## config.mk

```make
export PLATFORM = sky130hd
export DESIGN_NAME = lh_synchronizer
export DESIGN_NICKNAME = d
export VERILOG_FILES = /design/src/rtl/lh_sync_pkg.sv /design/src/rtl/lh_phase_counter.sv /design/src/rtl/lh_synchronizer.sv
export SDC_FILE = /design/constraint.sdc
export NUM_CORES = 1
export LEC_CHECK = 0
export ABC_AREA = 0
export CORE_ASPECT_RATIO = 1.25
export CORE_UTILIZATION = 60
export CTS_CLUSTER_SIZE = 8
export DETAILED_ROUTE_END_ITERATION = 16
export DONT_BUFFER_PORTS = 1
export PLACE_DENSITY = 0.81
export RECOVER_POWER = 50
export SLEW_MARGIN = 15
export SYNTH_ARGS = -nofsm -noshare
export SYNTH_HDL_FRONTEND = slang
export SYNTH_SLANG_ARGS = --single-unit
```

## constraint.sdc

```tcl
create_clock -name clk -period 2 [get_ports clk]
set_input_delay 0.6 -clock clk [delete_from_list [all_inputs] [get_ports clk]]
set_output_delay 0.6 -clock clk [all_outputs]
set_load 0.005 [all_outputs]
```

## src/rtl/lh_sync_pkg.sv

```systemverilog
// lh_sync_pkg
// Shared definitions for the lighthouse event synchronizer.
//   lh_state_e  : lock state machine encoding (SEARCH, ACQUIRE, LOCKED)
//   LH_DATA_W   : default event payload width (decoder event word)
//   lh_phase_w(): width needed to hold a phase value 0..PERIOD-1
package lh_sync_pkg;

  typedef enum logic [1:0] {
    SEARCH  = 2'd0,
    ACQUIRE = 2'd1,
    LOCKED  = 2'd2
  } lh_state_e;

  localparam int LH_DATA_W = 48;

  function automatic int lh_phase_w(input int period);
    return (period > 1) ? $clog2(period) : 1;
  endfunction

endpackage

```

## src/rtl/lh_phase_counter.sv

```systemverilog
// lh_phase_counter
// Modulo-PERIOD free-running phase counter with a synchronous load-to-1.
// Loading 1 (not 0) marks the current cycle as phase 0 of a new period.
// Ports:
//   clk, reset      : clock, synchronous active-high reset (count -> 0)
//   i_load          : force the count to 1 on the next edge
//   o_cnt           : current phase 0..PERIOD-1
//   o_in_window     : cnt <= WINDOW or cnt >= PERIOD-WINDOW
//   o_at_window     : cnt == WINDOW (evaluation cycle)
//   o_at_zero       : cnt == 0
module lh_phase_counter
  import lh_sync_pkg::*;
#(
  parameter int PERIOD = 100,
  parameter int WINDOW = 4,
  parameter int PW     = lh_phase_w(PERIOD)
) (
  input  logic          clk,
  input  logic          reset,
  input  logic          i_load,
  output logic [PW-1:0] o_cnt,
  output logic          o_in_window,
  output logic          o_at_window,
  output logic          o_at_zero
);

  localparam logic [PW-1:0] CNT_LAST = PW'(PERIOD - 1);
  localparam logic [PW-1:0] WIN_HI   = PW'(WINDOW);
  localparam logic [PW-1:0] WIN_LO   = PW'(PERIOD - WINDOW);

  logic [PW-1:0] r_cnt;

  always_ff @(posedge clk) begin
    if (reset) begin
      r_cnt <= '0;
    end else if (i_load) begin
      r_cnt <= PW'(1);
    end else if (r_cnt == CNT_LAST) begin
      r_cnt <= '0;
    end else begin
      r_cnt <= r_cnt + 1'b1;
    end
  end

  assign o_cnt       = r_cnt;
  // The window straddles the wrap: tail of one period plus head of the next.
  assign o_in_window = (r_cnt <= WIN_HI) || (r_cnt >= WIN_LO);
  assign o_at_window = (r_cnt == WIN_HI);
  assign o_at_zero   = (r_cnt == '0);

endmodule

```

## src/rtl/lh_synchronizer.sv

```systemverilog
// lh_synchronizer
// Locks a local PERIOD-cycle phase counter to a periodic stream of events
// (lighthouse sweep/sync detections), forwards each event one cycle later
// tagged with its phase, reports lock and emits frame_start while locked.
//
// Optional build macro: LH_SYNC_PHASE_TRACK_EN
//   defined   : while LOCKED, the first in-window event of each period
//               realigns the counter (cnt <= 1), tracking slow drift.
//   undefined : counter is never realigned after acquisition.
//
// Handshake: in_valid is a one-cycle strobe with no back-pressure; every
// cycle with in_valid high produces exactly one cycle of out_valid high on
// the following cycle, carrying that cycle's in_data and phase.
//
// Ports:
//   clk, reset    : clock, synchronous active-high reset
//   in_valid      : event strobe (may be high on consecutive cycles)
//   in_data       : event payload
//   out_valid     : in_valid delayed one cycle
//   out_data      : in_data captured on event cycles (holds otherwise)
//   out_phase     : counter value on the event cycle (holds otherwise)
//   locked        : high while in LOCKED
//   frame_start   : high on the cnt==0 cycle while LOCKED
//   o_dbg_state   : current lock state
module lh_synchronizer
  import lh_sync_pkg::*;
#(
  parameter int PERIOD     = 100,
  parameter int WINDOW     = 4,
  parameter int LOCK_COUNT = 4,
  parameter int MISS_LIMIT = 3,
  parameter int DATA_W     = LH_DATA_W,
  localparam int PW        = lh_phase_w(PERIOD)
) (
  input  logic              clk,
  input  logic              reset,
  input  logic              in_valid,
  input  logic [DATA_W-1:0] in_data,
  output logic              out_valid,
  output logic [DATA_W-1:0] out_data,
  output logic [PW-1:0]     out_phase,
  output logic              locked,
  output logic              frame_start,
  output lh_state_e         o_dbg_state
);

  localparam int HW = $clog2(LOCK_COUNT + 1);
  localparam int MW = $clog2(MISS_LIMIT + 1);
  localparam logic [HW-1:0] HITS_MAX = HW'(LOCK_COUNT);
  localparam logic [MW-1:0] MISS_MAX = MW'(MISS_LIMIT);

  lh_state_e         r_state, w_state_nxt;
  logic [HW-1:0]     r_hits, w_hits_nxt, w_hits_inc;
  logic [MW-1:0]     r_misses, w_misses_nxt, w_misses_inc;
  logic              r_seen, w_seen_nxt;
  logic              r_out_valid;
  logic [DATA_W-1:0] r_out_data;
  logic [PW-1:0]     r_out_phase;

  logic [PW-1:0]     w_cnt;
  logic              w_load, w_in_window, w_at_window, w_at_zero, w_eval_hit;

  lh_phase_counter #(
    .PERIOD (PERIOD),
    .WINDOW (WINDOW),
    .PW     (PW)
  ) u_cnt (
    .clk         (clk),
    .reset       (reset),
    .i_load      (w_load),
    .o_cnt       (w_cnt),
    .o_in_window (w_in_window),
    .o_at_window (w_at_window),
    .o_at_zero   (w_at_zero)
  );

  // An event on the evaluation cycle itself still counts for that period.
  assign w_eval_hit   = r_seen | in_valid;
  assign w_hits_inc   = (r_hits == HITS_MAX) ? r_hits : r_hits + 1'b1;
  assign w_misses_inc = (r_misses == MISS_MAX) ? r_misses : r_misses + 1'b1;

  always_comb begin
    w_state_nxt  = r_state;
    w_hits_nxt   = r_hits;
    w_misses_nxt = r_misses;
    w_seen_nxt   = r_seen;
    w_load       = 1'b0;

    if (in_valid && w_in_window) w_seen_nxt = 1'b1;
    if (w_at_window)             w_seen_nxt = 1'b0;

    case (r_state)
      SEARCH: begin
        if (in_valid) begin
          w_load      = 1'b1;
          w_seen_nxt  = 1'b1;
          w_hits_nxt  = '0;
          w_state_nxt = ACQUIRE;
        end
      end
      ACQUIRE: begin
        if (w_at_window) begin
          if (w_eval_hit) begin
            w_hits_nxt = w_hits_inc;
            if (w_hits_inc == HITS_MAX) begin
              w_state_nxt  = LOCKED;
              w_misses_nxt = '0;
            end
          end else begin
            w_state_nxt = SEARCH;
            w_hits_nxt  = '0;
          end
        end
      end
      LOCKED: begin
        if (w_at_window) begin
          if (w_eval_hit) begin
            w_misses_nxt = '0;
          end else begin
            w_misses_nxt = w_misses_inc;
            if (w_misses_inc == MISS_MAX) begin
              w_state_nxt = SEARCH;
              w_hits_nxt  = '0;
            end
          end
        end
`ifdef LH_SYNC_PHASE_TRACK_EN
        // r_seen low means no in-window event yet this period. Setting seen
        // after the realign keeps the shifted evaluation from reading a miss.
        if (in_valid && w_in_window && !r_seen && (w_state_nxt == LOCKED)) begin
          w_load     = 1'b1;
          w_seen_nxt = 1'b1;
        end
`endif
      end
      default: begin
        w_state_nxt = SEARCH;
        w_hits_nxt  = '0;
      end
    endcase
  end

  always_ff @(posedge clk) begin
    if (reset) begin
      r_state     <= SEARCH;
      r_hits      <= '0;
      r_misses    <= '0;
      r_seen      <= 1'b0;
      r_out_valid <= 1'b0;
      r_out_data  <= '0;
      r_out_phase <= '0;
    end else begin
      r_state     <= w_state_nxt;
      r_hits      <= w_hits_nxt;
      r_misses    <= w_misses_nxt;
      r_seen      <= w_seen_nxt;
      r_out_valid <= in_valid;
      if (in_valid) begin
        r_out_data  <= in_data;
        r_out_phase <= w_cnt;
      end
    end
  end

  assign out_valid   = r_out_valid;
  assign out_data    = r_out_data;
  assign out_phase   = r_out_phase;
  assign locked      = (r_state == LOCKED);
  assign frame_start = (r_state == LOCKED) && w_at_zero;
  assign o_dbg_state = r_state;

endmodule

```

==> qor.yml, run 1 <==
status: "complete, no violations"
final_common_cell: "dfxtp_1"
hold_path_class: "input pin to flip-flop"
hold-path-endpoint: "out_data[41]$_SDFFE_PP0P_"
h-tree-depth: 3
std_cell_rows: 27
gp_congestion: 0.889
syn_avg_cell_area_um2: 9.89
finalCritPeriodShare: 0.990
synth-seq-cells: 71
cts.sinks: 71
fin_area_um2: 3100
crit_type: "flip-flop to primary output"
p_per_area_nw_per_um2: 898
drive_gt1_frac: 0.105
placed_area_um2: 2890
worst_setup_hold_path_clk_slew_ps: 70
dp_hpwl_um: 3580
wirelength_um: 5350
cts_buffer_depth: 2
mostFrequentLayoutCells: "dfxtp_1 (68), nor2_1 (66), mux2i_1 (55)"
crit_path_top_delay_cell: "or4_4"
syn_nets: 344
fillers: 354
crit_fanout: 5
initial_core_util: 0.636
finalPower_mw: 2.78
fin_util: 0.690
crit_chain: "or4_4, nor3_4"
setup_viol: 0
ys.flop_type: "dfxtp_1"
clock_latency_ps: 330
worstSetupEndpointType: "primary output"
vias_per_cell: 5.72
critPathArrivalTime_ps: 1380
vias: 2015
worst_slew_pin_slew_ps: 436
first_pass_iters: 4
portBuffers: 0
netlist_area_um2: 2860
min_from: "reset"
peakVddDrop_uv: 754
core_area_um2: 4490
die_h_um: 79.2
ios: 111
grt_pass1_vias: 1998
syn2layout_area_growth_pct: 8.45
drv_cap: 0
rr_worst_depth: 6
yosysUniqueCellTypes: 44
async_flop_share: 0
startpoint_type: "flip-flop"
cts_tree: "yes"
cts_root_buf: "clkbuf_8"
critPathTopFamily: "simple AND/OR/NAND/NOR gates"
holdPathStages: 1
regToRegSetupSlack_ps: 140
rsz0062_at_grt: "true"
cp.required_ps: 1400
drc: 0
timing.fmax_mhz: 505
pre_cts_ws_ps: 21.2
fin_crit_ps: 1980
slowest_delay_ps: 580
grt_max_degree: 70
numCtsBuffers: 9
fin_ws_ps: 20.9
p_leak_nw: 1.31
grt_overflow: 0
cp_num_buf_inv: 0
cts_hold_buffers: 0
drt_iter0_drc: 139
fin_nets: 344
slew_violations: 0
dieWidth_um: 63.7
post_cts_buffers: 0
grtUsageTotal: 0.221
antenna_found_initial: 0
wl_per_cell_um: 15.2
antenna_left: 0
synthCells: 289
skew_ps: 4.03
dieArea_um2: 5040
reg2reg_from: "r_hits[0]$_SDFFE_PP0P_"
synth_warnings: 0
synth-edff-count: 0
grt_pass1_wl_um: 8630
hold_violations: 0
seq_area_frac_synth: 0.497
max_slew_margin: 0.705
antennaDiodeCount: 0
r2r-end: "r_misses[0]$_SDFFE_PP0P_"
## power by group
group	leakage (nW)	switching [mW]	internal [mW]
clock network	0.100	0.485	0.605
registers	0.585	0.0598	1.48
logic	0.628	0.0628	0.0876
## state kept, by name, indices dropped and copies added, names as in the netlist
signal / count
o_dbg_state: 2
out_data: 48
out_phase: 7
out_valid: 1
r_hits: 3
r_misses: 2
r_seen: 1
u_cnt.o_cnt: 7
## kinds of logic after synthesis
kind of cell / count (synthesis) / share of synthesized area
AND/OR/NAND/NOR: 107 / 0.182
multiplexers: 55 / 0.193
XOR/XNOR: 4 / 0.0123
buffers and inverters: 23 / 0.0355
flip-flops: 71 / 0.497
AO/OA/AOI/OAI: 25 / 0.0626
adder cells (fa/ha/maj): 4 / 0.0175
## Yosys cell counts (2+ instances only)
| cell | count | area share |
|---|---|---|
| dfxtp_1 | 71 | 0.50 |
| nor2_1 | 66 | 0.087 |
| mux2i_1 | 55 | 0.19 |
| clkbuf_1 | 9 | 0.012 |
| inv_1 | 7 | 0.0092 |
| a21oi_1 | 6 | 0.011 |
| buf_2 | 6 | 0.011 |
| nand2_1 | 6 | 0.0079 |
| nor3_1 | 5 | 0.0088 |
| ha_1 | 4 | 0.018 |
| nand3_1 | 4 | 0.0070 |
| nor2b_1 | 4 | 0.0088 |
| a211oi_1 | 3 | 0.0079 |
| nand2b_1 | 3 | 0.0066 |
| a311oi_1 | 2 | 0.0061 |
| and3_1 | 2 | 0.0044 |
| nand3b_1 | 2 | 0.0053 |
| nor3b_2 | 2 | 0.0088 |
| nor4_1 | 2 | 0.0044 |
| o21ai_1 | 2 | 0.0035 |
| or3_1 | 2 | 0.0044 |
| or3b_2 | 2 | 0.0061 |
| xnor2_1 | 2 | 0.0061 |
| xor2_1 | 2 | 0.0061 |
## timing repair
action / in CTS / in global routing
endpoints found under the setup margin: 2 / 3
pin swaps: 1 / 0
resized for setup: 4 / 2
gates cloned: 0 / 0
## layer usage
layer  vias to the layer above  part of all wire  track usage  routed length (µm)
li1                       1000                 -            -                   -
met1                       924              0.43        0.250                2280
met2                        78              0.49        0.373                2610
met3                        13             0.063       0.0647                 337
met4                         0             0.024        0.118                 128
met5                         -                 0            0                   0
## metrics by stage
step	setup TNS, ps	hold slack, ps	std cells
global placement	0	497	336
finish	0	331	352
detailed placement	0	508	336
CTS	0	315	352
floorplan	0	485	289
global route	-24.1	311	352
## how the worst max path moves through the flow
| stage | slack (ps) | startpoint | cells past startpoint | endpoint |
|---|---|---|---|---|
| global route | -20 | u_cnt.o_cnt[3]$_SDFF_PP0_ | 2 | frame_start |
| finish | 20 | u_cnt.o_cnt[3]$_SDFF_PP0_ | 2 | frame_start |
| floorplan | 200 | r_hits[0]$_SDFFE_PP0P_ | 6 | r_misses[0]$_SDFFE_PP0P_ |
| global placement | 120 | r_hits[0]$_SDFFE_PP0P_ | 6 | r_misses[0]$_SDFFE_PP0P_ |
| detailed placement | 20 | r_hits[0]$_SDFFE_PP0P_ | 6 | r_misses[0]$_SDFFE_PP0P_ |
| CTS | 2 | u_cnt.o_cnt[3]$_SDFF_PP0_ | 2 | frame_start |
## cell type report
cell class	count	area (µm²)	area share
timing repair buffer	5	33.8	0.0109
tap	58	72.6	0.0234
multi-input combinational	195	1350	0.436
clock buffer	12	145	0.0468
clock inverter	4	45.0	0.0145
sequential	71	1430	0.460
inverter	7	26.3	0.00848
Power figures use the tool's default switching activity.
==> inputs of run 2 (changes only) <==
- CTS_CLUSTER_DIAMETER: default -> 80
==> results of run 2 <==
The final DEF is identical to that of run 1; final timing and power are the same.
==> inputs of run 3 (changes only) <==
- CORE_UTILIZATION: 60 -> 55
- PLACE_DENSITY: 0.81 -> 0.67
==> run 3 against run 2 <==
Non-clock buffer count increased by 3. Clock power increased by 15%. Clock skew about the same. Combinational power about the same. Cell area increased by 1.7%. Count of clock-buffer cells in the layout decreased by 1. Highest routed layer unchanged. Hold slack improved by 1.2 ps. Via count decreased by 1.0%. Sequential power about the same. Routed wire length increased by 0.75%. Utilization decreased by 4.3 points. Flip-flop and latch count unchanged.
==> qor.yml, run 3 (same netlist as run 1, synthesis figures left out) <==
worstSetupEndpointType: "primary output"
initial_core_util: 0.587
drive_gt1_frac: 0.108
min_from: "reset"
drc: 0
dieWidth_um: 66.5
cts_hold_buffers: 0
grt_max_degree: 70
numCtsBuffers: 9
crit_type: "flip-flop to primary output"
p_leak_nw: 1.33
grt_pass1_vias: 1897
grt_overflow: 0
first_pass_iters: 4
cts_tree: "yes"
crit_fanout: 2
setup_viol: 0
gp_congestion: 0.815
h-tree-depth: 3
hold-path-endpoint: "out_data[40]$_SDFFE_PP0P_"
cp.required_ps: 1400
antenna_found_initial: 0
grt_pass1_wl_um: 8380
crit_path_top_delay_cell: "or4_4"
worst_slew_pin_slew_ps: 509
fillers: 432
drv_cap: 0
portBuffers: 0
vias: 1994
status: "complete, no violations"
antenna_left: 0
fin_util: 0.647
fin_crit_ps: 1960
crit_chain: "or4_4, nor3_4"
rsz0062_at_grt: "true"
cts.sinks: 71
wirelength_um: 5390
largest_register_ffs: 48
rr_worst_depth: 6
grtUsageTotal: 0.202
holdPathStages: 1
r2r-end: "r_misses[0]$_SDFFE_PP0P_"
timing.fmax_mhz: 509
final_common_cell: "dfxtp_1"
max_slew_margin: 0.656
syn2layout_area_growth_pct: 10.2
reg2reg_from: "r_hits[0]$_SDFFE_PP0P_"
dieArea_um2: 5490
clock_latency_ps: 330
core_area_um2: 4870
die_h_um: 82.6
slew_violations: 0
slowest_delay_ps: 560
critPathArrivalTime_ps: 1360
hold_violations: 0
peakVddDrop_uv: 681
regToRegSetupSlack_ps: 110
startpoint_type: "flip-flop"
skew_ps: 4.36
worst_setup_hold_path_clk_slew_ps: 70
vias_per_cell: 5.59
p_per_area_nw_per_um2: 933
finalCritPeriodShare: 0.982
cts_root_buf: "clkbuf_8"
cts_buffer_depth: 2
wl_per_cell_um: 15.1
fin_nets: 347
std_cell_rows: 28
ios: 111
drt_iter0_drc: 123
hold_path_class: "input pin to flip-flop"
mostFrequentLayoutCells: "dfxtp_1 (69), nor2_1 (66), mux2i_1 (55)"
tns_ps: 0
dp_hpwl_um: 3500
antennaDiodeCount: 0
finalPower_mw: 2.94
[run 3: worst max path at each step]
stage                              start                  endpoint  slack [ps]  cells after the start
6_report       u_cnt.o_cnt[5]$_SDFF_PP0_               frame_start          40                      2
5_1_grt        u_cnt.o_cnt[5]$_SDFF_PP0_               frame_start          -6                      2
4_1_cts        u_cnt.o_cnt[5]$_SDFF_PP0_               frame_start           9                      2
3_5_place_dp      r_hits[0]$_SDFFE_PP0P_  r_misses[0]$_SDFFE_PP0P_          70                      6
3_3_place_gp      r_hits[0]$_SDFFE_PP0P_  r_misses[0]$_SDFFE_PP0P_         120                      6
2_1_floorplan     r_hits[0]$_SDFFE_PP0P_  r_misses[0]$_SDFFE_PP0P_         200                      6
[run 3: what timing repair did]
action / in CTS / in global routing
pin swaps: 2 / 0
setup buffers: 2 / 0
setup endpoints to repair: 1 / 3
gates resized for setup: 4 / 2
[run 3: power breakdown]
part | switching [mW] | total, mW | internal (mW)
Combinational | 0.0645 | 0.153 | 0.0890
Sequential | 0.0575 | 1.54 | 1.48
Clock | 0.509 | 1.25 | 0.737
Total | 0.631 | 2.94 | 2.31
[run 3: cell type report]
class,instances,area [µm²],share of cell area
clock buffers,11,141,0.0449
inverters,7,26.3,0.00834
well taps,60,75.1,0.0238
repair buffers,8,48.8,0.0155
flip-flops and latches,71,1430,0.453
multi-input cells,195,1350,0.429
clock inverters,5,81.3,0.0258
[run 3: per-stage QoR]
stage	setup slack [ps]	area, µm²	hold slack, ps	instances
4_1_cts	8.95	3160	310	357
5_1_grt	-5.72	3150	304	357
3_3_place_gp	124	2900	500	339
6_report	35.5	3150	333	357
2_1_floorplan	202	2860	485	289
3_5_place_dp	65.0	2900	506	339
[run 3: layer usage]
metal | global-route usage | vias to the layer above | wire (µm)
met5 | 0 | - | 0
met4 | 0.0702 | 0 | 42
met3 | 0.0742 | 4 | 356
met2 | 0.329 | 69 | 2640
met1 | 0.246 | 918 | 2360
li1 | - | 1003 | -
[run 3: critical path, delay by kind of cell, from the launching register on]
family	cells	cell delay, ps
simple gates	2	700
flops	1	340
